[config.mk]
export PLATFORM = sky130hd
export DESIGN_NAME = clause_table_loader
export DESIGN_NICKNAME = d
export VERILOG_FILES = /design/src/rtl/clause_table_loader.sv
export SDC_FILE = /design/constraint.sdc
export NUM_CORES = 2
export LEC_CHECK = 0
export CAP_MARGIN = 30
export CORE_MARGIN = 5
export CORE_UTILIZATION = 60
export DETAILED_ROUTE_END_ITERATION = 12
export PLACE_DENSITY = 0.95
export SLEW_MARGIN = 15
export SYNTH_ARGS = -nofsm -noshare
export SYNTH_HDL_FRONTEND = slang
export SYNTH_SLANG_ARGS = --single-unit
[constraint.sdc]
create_clock -name clk_i -period 12.4 [get_ports clk_i]
set_clock_uncertainty 0.1 [all_clocks]
set_input_delay 1.86 -clock clk_i [delete_from_list [all_inputs] [get_ports clk_i]]
set_output_delay 1.86 -clock clk_i [all_outputs]
set_load 0.02 [all_outputs]
[src/rtl/clause_table_loader.sv]
// Packs streamed clause slot words into wide clause-table rows and writes one
// row per cycle-long WRITE phase; flags rows that overrun without s_last_i.
module clause_table_loader #(
  parameter int CLAUSE_COUNT           = 20,
  parameter int VARIABLE_ADDRESS_WIDTH = 11,
  parameter int NSAT                   = 3,
  localparam int SLOT_WIDTH = (VARIABLE_ADDRESS_WIDTH + 1) * (NSAT - 1),
  localparam int CT_WIDTH   = SLOT_WIDTH * CLAUSE_COUNT
) (
  input  logic                              clk_i,
  input  logic                              rst_ni,
  input  logic                              start_i,
  input  logic [VARIABLE_ADDRESS_WIDTH:0]   row_count_i,
  input  logic                              s_valid_i,
  output logic                              s_ready_o,
  input  logic [SLOT_WIDTH-1:0]             s_data_i,
  input  logic                              s_last_i,
  output logic                              axi_wr_en_o,
  output logic [VARIABLE_ADDRESS_WIDTH-1:0] axi_wr_addr_o,
  output logic [CT_WIDTH-1:0]               axi_wr_clauses_o,
  output logic                              busy_o,
  output logic                              done_o,
  output logic                              err_o
);

  localparam int ROW_W      = VARIABLE_ADDRESS_WIDTH + 1;
  localparam int SLOT_IDX_W = (CLAUSE_COUNT > 1) ? $clog2(CLAUSE_COUNT) : 1;
  localparam logic [ROW_W-1:0]      MAX_ROWS  = {1'b1, {VARIABLE_ADDRESS_WIDTH{1'b0}}};
  localparam logic [SLOT_IDX_W-1:0] LAST_SLOT = SLOT_IDX_W'(CLAUSE_COUNT - 1);

  typedef enum logic [1:0] {IDLE, FILL, WRITE, DONE} state_e;

  state_e                            state_q, state_d;
  logic [ROW_W-1:0]                  n_q, n_d;
  logic [ROW_W-1:0]                  row_q, row_d;
  logic [SLOT_IDX_W-1:0]             slot_q, slot_d;
  logic [CT_WIDTH-1:0]               acc_q, acc_d;
  logic                              err_q, err_d;
  logic                              wr_en_q, wr_en_d;
  logic [VARIABLE_ADDRESS_WIDTH-1:0] wr_addr_q, wr_addr_d;
  logic [CT_WIDTH-1:0]               wr_data_q, wr_data_d;
  logic                              done_q, done_d;

  // Counts above the table depth clamp to the depth so addresses never wrap.
  function automatic logic [ROW_W-1:0] sat_rows(input logic [ROW_W-1:0] n);
    return (n > MAX_ROWS) ? MAX_ROWS : n;
  endfunction

  always_comb begin
    state_d   = state_q;
    n_d       = n_q;
    row_d     = row_q;
    slot_d    = slot_q;
    acc_d     = acc_q;
    err_d     = err_q;
    wr_en_d   = 1'b0;
    wr_addr_d = wr_addr_q;
    wr_data_d = wr_data_q;
    done_d    = 1'b0;

    case (state_q)
      IDLE: begin
        if (start_i) begin
          n_d    = sat_rows(row_count_i);
          row_d  = '0;
          slot_d = '0;
          acc_d  = '0;
          err_d  = 1'b0;
          if (sat_rows(row_count_i) == '0) begin
            state_d = DONE;
            done_d  = 1'b1;
          end else begin
            state_d = FILL;
          end
        end
      end
      FILL: begin
        if (s_valid_i) begin
          acc_d[slot_q*SLOT_WIDTH +: SLOT_WIDTH] = s_data_i;
          if (s_last_i || (slot_q == LAST_SLOT)) begin
            // The write registers load here so the strobe lands one cycle later.
            state_d   = WRITE;
            wr_en_d   = 1'b1;
            wr_addr_d = row_q[VARIABLE_ADDRESS_WIDTH-1:0];
            wr_data_d = acc_d;
            if (!s_last_i) err_d = 1'b1;
          end else begin
            slot_d = slot_q + SLOT_IDX_W'(1);
          end
        end
      end
      WRITE: begin
        row_d  = row_q + ROW_W'(1);
        slot_d = '0;
        acc_d  = '0;
        if (row_q == n_q - ROW_W'(1)) begin
          state_d = DONE;
          done_d  = 1'b1;
        end else begin
          state_d = FILL;
        end
      end
      DONE: state_d = IDLE;
      default: state_d = IDLE;
    endcase
  end

  always_ff @(posedge clk_i) begin
    if (!rst_ni) begin
      state_q   <= IDLE;
      n_q       <= '0;
      row_q     <= '0;
      slot_q    <= '0;
      acc_q     <= '0;
      err_q     <= 1'b0;
      wr_en_q   <= 1'b0;
      wr_addr_q <= '0;
      wr_data_q <= '0;
      done_q    <= 1'b0;
    end else begin
      state_q   <= state_d;
      n_q       <= n_d;
      row_q     <= row_d;
      slot_q    <= slot_d;
      acc_q     <= acc_d;
      err_q     <= err_d;
      wr_en_q   <= wr_en_d;
      wr_addr_q <= wr_addr_d;
      wr_data_q <= wr_data_d;
      done_q    <= done_d;
    end
  end

  assign s_ready_o        = (state_q == FILL);
  assign busy_o           = (state_q == FILL) || (state_q == WRITE);
  assign axi_wr_en_o      = wr_en_q;
  assign axi_wr_addr_o    = wr_addr_q;
  assign axi_wr_clauses_o = wr_data_q;
  assign done_o           = done_q;
  assign err_o            = err_q;

endmodule

==> results.md <==
- The peak fanout along the critical path is 22.
- The number of instances resized during post-cts repair is 0.
- The die is 273.0 um tall.
- The flow ran to the end, and the final reports show no timing, DRC or antenna violations.
- Of the total power, the share spent switching nets is 0.3271.
- Timing would allow up to 169.8 MHz.
- The detailed router finished its first iteration with 6238 violations.
- The count of buffers inserted at the top-level ports is 536.
- After the flow finishes, the layout carries non-filler instances totaling 5863.
- Across the run, the number of max-cap violations was 0.
- STA classifies the critical path endpoint as a register.
- The number of setup buffers added after CTS is 0.
- The static leakage power is 17.47 nW.
- The synthesized design contains 0 enable-type register cells.
- The global-route wire length before repair is 228600 um.
- Detailed placement finished with a half-perimeter wire length of 100700 um.
- The count of pins on the block boundary is 537.
- The share of total power dissipated in sequential elements is 0.406.
- Counting tap cells, the placed design contains a total of 5665 instances.
- The vias per cell is 6.865.
- The number of placement rows is 96.
- In the final design database the tool counted 4900 nets.
- The H-tree generated during clock tree synthesis spans 3 levels.
- The total grt overflow is 0.
- The mapped netlist covers 41510 um2.
- The register bit count reported by yosys is 1005.
- At the later pin of the worst-skew pair, clock insertion delay measures 0.68 ns.
- After clock tree synthesis, the clock-pin slew on the worst setup and hold paths is 0.07 ns.
- After synthesis, the cell types taking the most area are sky130_fd_sc_hd__dfxtp_1 48%, sky130_fd_sc_hd__mux2i_1 6.3%, sky130_fd_sc_hd__a22o_1 5.2%.
- The arrival time of data at the critical path endpoint is 6.41 ns.
- For this configuration, the core starts out at a cell density of 0.6052.
- Setup violations remaining at the end of the flow were counted as 0.
- The fraction of post-synthesis cell area in the top cell type by area is 0.4847.
- TritonCTS built the clock tree.
- Setup repair after global routing left no endpoint under its margin.
- The wire length per cell after detailed routing is 25.93 um.
- The number of different library cells used by synthesis comes to 92.
- The routed design could run at a clock period as short as 5.891 ns.
- The Yosys warning count is 0.
- The share of total power dissipated in the clock network is 0.376.
- In the layout the commonest cells are 1004 x sky130_fd_sc_hd__dfxtp_1, 535 x sky130_fd_sc_hd__clkdlybuf4s50_1, 470 x sky130_fd_sc_hd__nand2_1.
- The synthesized instance count is 4504.
- Power comes to 8.416 mW.
- The hold buffer count at cts is 0.
- The critical path launch point type is a register.
- The total area inside the core boundary comes to 68590 um2.
- The worst reg2reg path startpoint is slot_q[1].
- The number of global-route vias before repair is 38234.
- The power density over the cells is 165.4 nW/um2.
- The largest total area in the synthesized netlist belongs to sky130_fd_sc_hd__dfxtp_1.
- Entering global routing, the biggest net connects 295 pins.
- Tracing the worst setup path back leads to its startpoint at slot_q[1].
- The cell at the root of the clock tree is sky130_fd_sc_hd__clkbuf_16.
- For this block, the routed nets add up to 152000 um of wire.
- At the pin with the least slew margin, the transition time is 1.331 ns.
- The internal portion of the total power is 5.663 mW.
- For the final routed database, the setup TNS stands at 0 ns.
- The number of buffers inserted during clock tree synthesis is 97.
- The number of fill cells is 4400.
- In this run the worst hold path is classified as reg -> reg.
- The x dimension of the die is 273.0 um.
- Compared with the post-synthesis result, the final layout area differs by 22.56%.
- The flip-flop cell with the highest count after synthesis is sky130_fd_sc_hd__dfxtp_1.
- The fraction of final layout cells with drive strength greater than 1 is 0.07644.
- In the finished design, the share of the clock period the worst path needs comes to 0.4751.
- After synthesis, the share of flip-flops with an asynchronous set or reset is 0.
- The number of nets in the synthesized netlist is 4561.
- The floorplan step defined a die boundary enclosing 74540 um2.
- In this run the mean area of a mapped cell was 9.215 um2.
- The global-route usage over all layers is 0.3842.
- The clock passes through at most 3 buffers.
- The setup path with the least slack is of type reg -> reg.
- The share of total power dissipated in combinational logic is 0.218.
- The peak supply drop is 0.0001183 V.
- The number of antenna violations at the first check in global routing is 14.
- The weighted congestion reported at the end of routability-driven placement is 1.015.
- The number of vias in the routed layout is 40250.
- For this run, the register share of the synthesized area comes to 0.4847.
- The total DRC errors in the routed layout is 0.
- The post-route antenna net violation count is 0.
- The max-slew violation count is 0.
- Measured against its own limit, the worst slew margin works out to 0.1130.
- The library cell used most frequently in the layout, excluding fill and tap cells, is sky130_fd_sc_hd__dfxtp_1.
- The net switching power is 2.753 mW.
- The hold violation count in the final report is 0.
- The first detailed-routing pass took 12 iterations.
- The worst endpoint required time is 12.92 ns.
- The tree built by TritonCTS fans out to 1005 sinks.
- The worst hold path begins at axi_wr_clauses_o[402].
==> area by class of cell <==
| cell class | count | area, um2 | area share |
|---|---|---|---|
| inverters | 33 | 126.4 | 0.002484 |
| well taps | 931 | 1165 | 0.02290 |
| clock inverters | 54 | 729.5 | 0.01434 |
| clock buffers | 121 | 2669 | 0.05246 |
| repair buffers | 629 | 6191 | 0.1217 |
| multi-input cells | 3077 | 19840 | 0.3900 |
| flip-flops and latches | 1005 | 20120 | 0.3955 |
| diodes | 13 | 32.53 | 0.0006395 |
==> sequential cells by signal, summed over array words and instances, names as in the netlist <==
name / cells
done_o: 1
state_q: 2
axi_wr_en_o: 1
slot_q: 5
row_q: 12
axi_wr_addr_o: 11
err_o: 1
acc_q: 480
axi_wr_clauses_o: 480
n_q: 12
==> power by group through the flow <==
stage | clock network, mW | registers [mW] | logic [mW]
finish | 3.16 | 3.42 | 1.84
global route | 3.30 | 3.42 | 1.89
CTS | 3.14 | 3.41 | 1.74
detailed placement | 0 | 3.48 | 1.71
global placement | 0 | 3.48 | 1.68
floorplan | 0 | 3.55 | 0.978
==> cell usage after synthesis, types with 7 or more instances <==
master and instances:
sky130_fd_sc_hd__nor2_4 9, sky130_fd_sc_hd__a211oi_1 23, sky130_fd_sc_hd__nor3_1 25, sky130_fd_sc_hd__o2bb2ai_1 175
sky130_fd_sc_hd__xor2_1 16, sky130_fd_sc_hd__nor2_1 144, sky130_fd_sc_hd__buf_1 27, sky130_fd_sc_hd__inv_1 31
sky130_fd_sc_hd__mux2_2 7, sky130_fd_sc_hd__nor4_1 8, sky130_fd_sc_hd__o21ai_2 7, sky130_fd_sc_hd__or3_1 15
sky130_fd_sc_hd__nor2_2 7, sky130_fd_sc_hd__o31ai_1 10, sky130_fd_sc_hd__o22ai_1 33, sky130_fd_sc_hd__a32o_1 20
sky130_fd_sc_hd__nand2_2 7, sky130_fd_sc_hd__and3_1 14, sky130_fd_sc_hd__a31oi_1 48, sky130_fd_sc_hd__nor3_2 8
sky130_fd_sc_hd__nand2b_1 19, sky130_fd_sc_hd__o21ai_1 112, sky130_fd_sc_hd__a2bb2oi_1 13, sky130_fd_sc_hd__a32oi_1 8
sky130_fd_sc_hd__and2_1 43, sky130_fd_sc_hd__a22o_1 248, sky130_fd_sc_hd__a21oi_1 239, sky130_fd_sc_hd__a22oi_1 35
sky130_fd_sc_hd__nor3b_1 8, sky130_fd_sc_hd__clkbuf_1 306, sky130_fd_sc_hd__nand2_1 473, sky130_fd_sc_hd__xnor2_1 18
sky130_fd_sc_hd__mux2i_1 261, sky130_fd_sc_hd__o211ai_1 137, sky130_fd_sc_hd__o311ai_0 21, sky130_fd_sc_hd__o21ai_0 331
sky130_fd_sc_hd__buf_2 50, sky130_fd_sc_hd__dfxtp_1 1005, sky130_fd_sc_hd__nand4_1 72, sky130_fd_sc_hd__a21o_1 16
sky130_fd_sc_hd__nand3_1 318, sky130_fd_sc_hd__ha_1 15, sky130_fd_sc_hd__a31o_2 14, sky130_fd_sc_hd__and2_0 10
==> cells by family (layout without fill, tap and decap cells) <==
family,count (synthesis),after routing,share of synthesized area
muxes,268,268,0.06484
other,0,13,0
AOI/OAI and AO/OA,1548,1548,0.2577
and+or+nand+nor,1207,1207,0.1384
DFF,1005,1005,0.4847
xor gates and xnor gates,38,38,0.009043
adders and majority gates,16,16,0.005004
buffers and inverters,422,837,0.04030
==> path summary, 6_finish.rpt <==
check / endpoint / slack (ns) / depth (start not counted)
setup reg to reg: acc_q[424] / 6.51 / 14
hold / removal: axi_wr_clauses_o[402] / 0.35 / 2
hold reg to reg: axi_wr_clauses_o[402] / 0.35 / 2
setup / recovery: acc_q[424] / 6.51 / 14
==> layer usage <==
layer	global-route usage	share of wire	vias to the layer above
met1	0.4704	0.36	19053
met5	0	0.00014	-
li1	-	-	17378
met2	0.6061	0.44	3044
met4	0.2443	0.078	4
met3	0.09772	0.12	771
==> metrics by stage <==
| stage | util | worst slack [ns] | cell area, um2 | hold WS (ns) |
|---|---|---|---|---|
| 2_1_floorplan | - | 8.045 | 41510 | 0.3247 |
| 3_3_place_gp | 0.6877 | 6.099 | 47170 | 0.3324 |
| 3_5_place_dp | 0.6895 | 6.175 | 47290 | 0.3407 |
| 4_1_cts | 0.7390 | 6.240 | 50690 | 0.3480 |
| 5_1_grt | 0.7416 | 6.278 | 50860 | 0.3656 |
| 6_report | 0.7417 | 6.509 | 50870 | 0.3487 |
==> worst max-delay path, cell delays in order (launching register included) <==
cell,delay (ns)
sky130_fd_sc_hd__dfxtp_1,0.43
sky130_fd_sc_hd__ha_1,0.28
sky130_fd_sc_hd__inv_1,0.08
sky130_fd_sc_hd__fa_1,0.45
sky130_fd_sc_hd__xor2_2,0.67
sky130_fd_sc_hd__nand2_1,0.29
sky130_fd_sc_hd__nor3_1,0.35
sky130_fd_sc_hd__ha_1,0.70
sky130_fd_sc_hd__inv_1,0.16
sky130_fd_sc_hd__buf_4,0.32
sky130_fd_sc_hd__a21oi_1,0.55
sky130_fd_sc_hd__buf_4,0.27
sky130_fd_sc_hd__nand2b_1,0.40
sky130_fd_sc_hd__nor2_1,0.56
sky130_fd_sc_hd__a22o_1,0.23
Power figures use the tool's default switching activity.
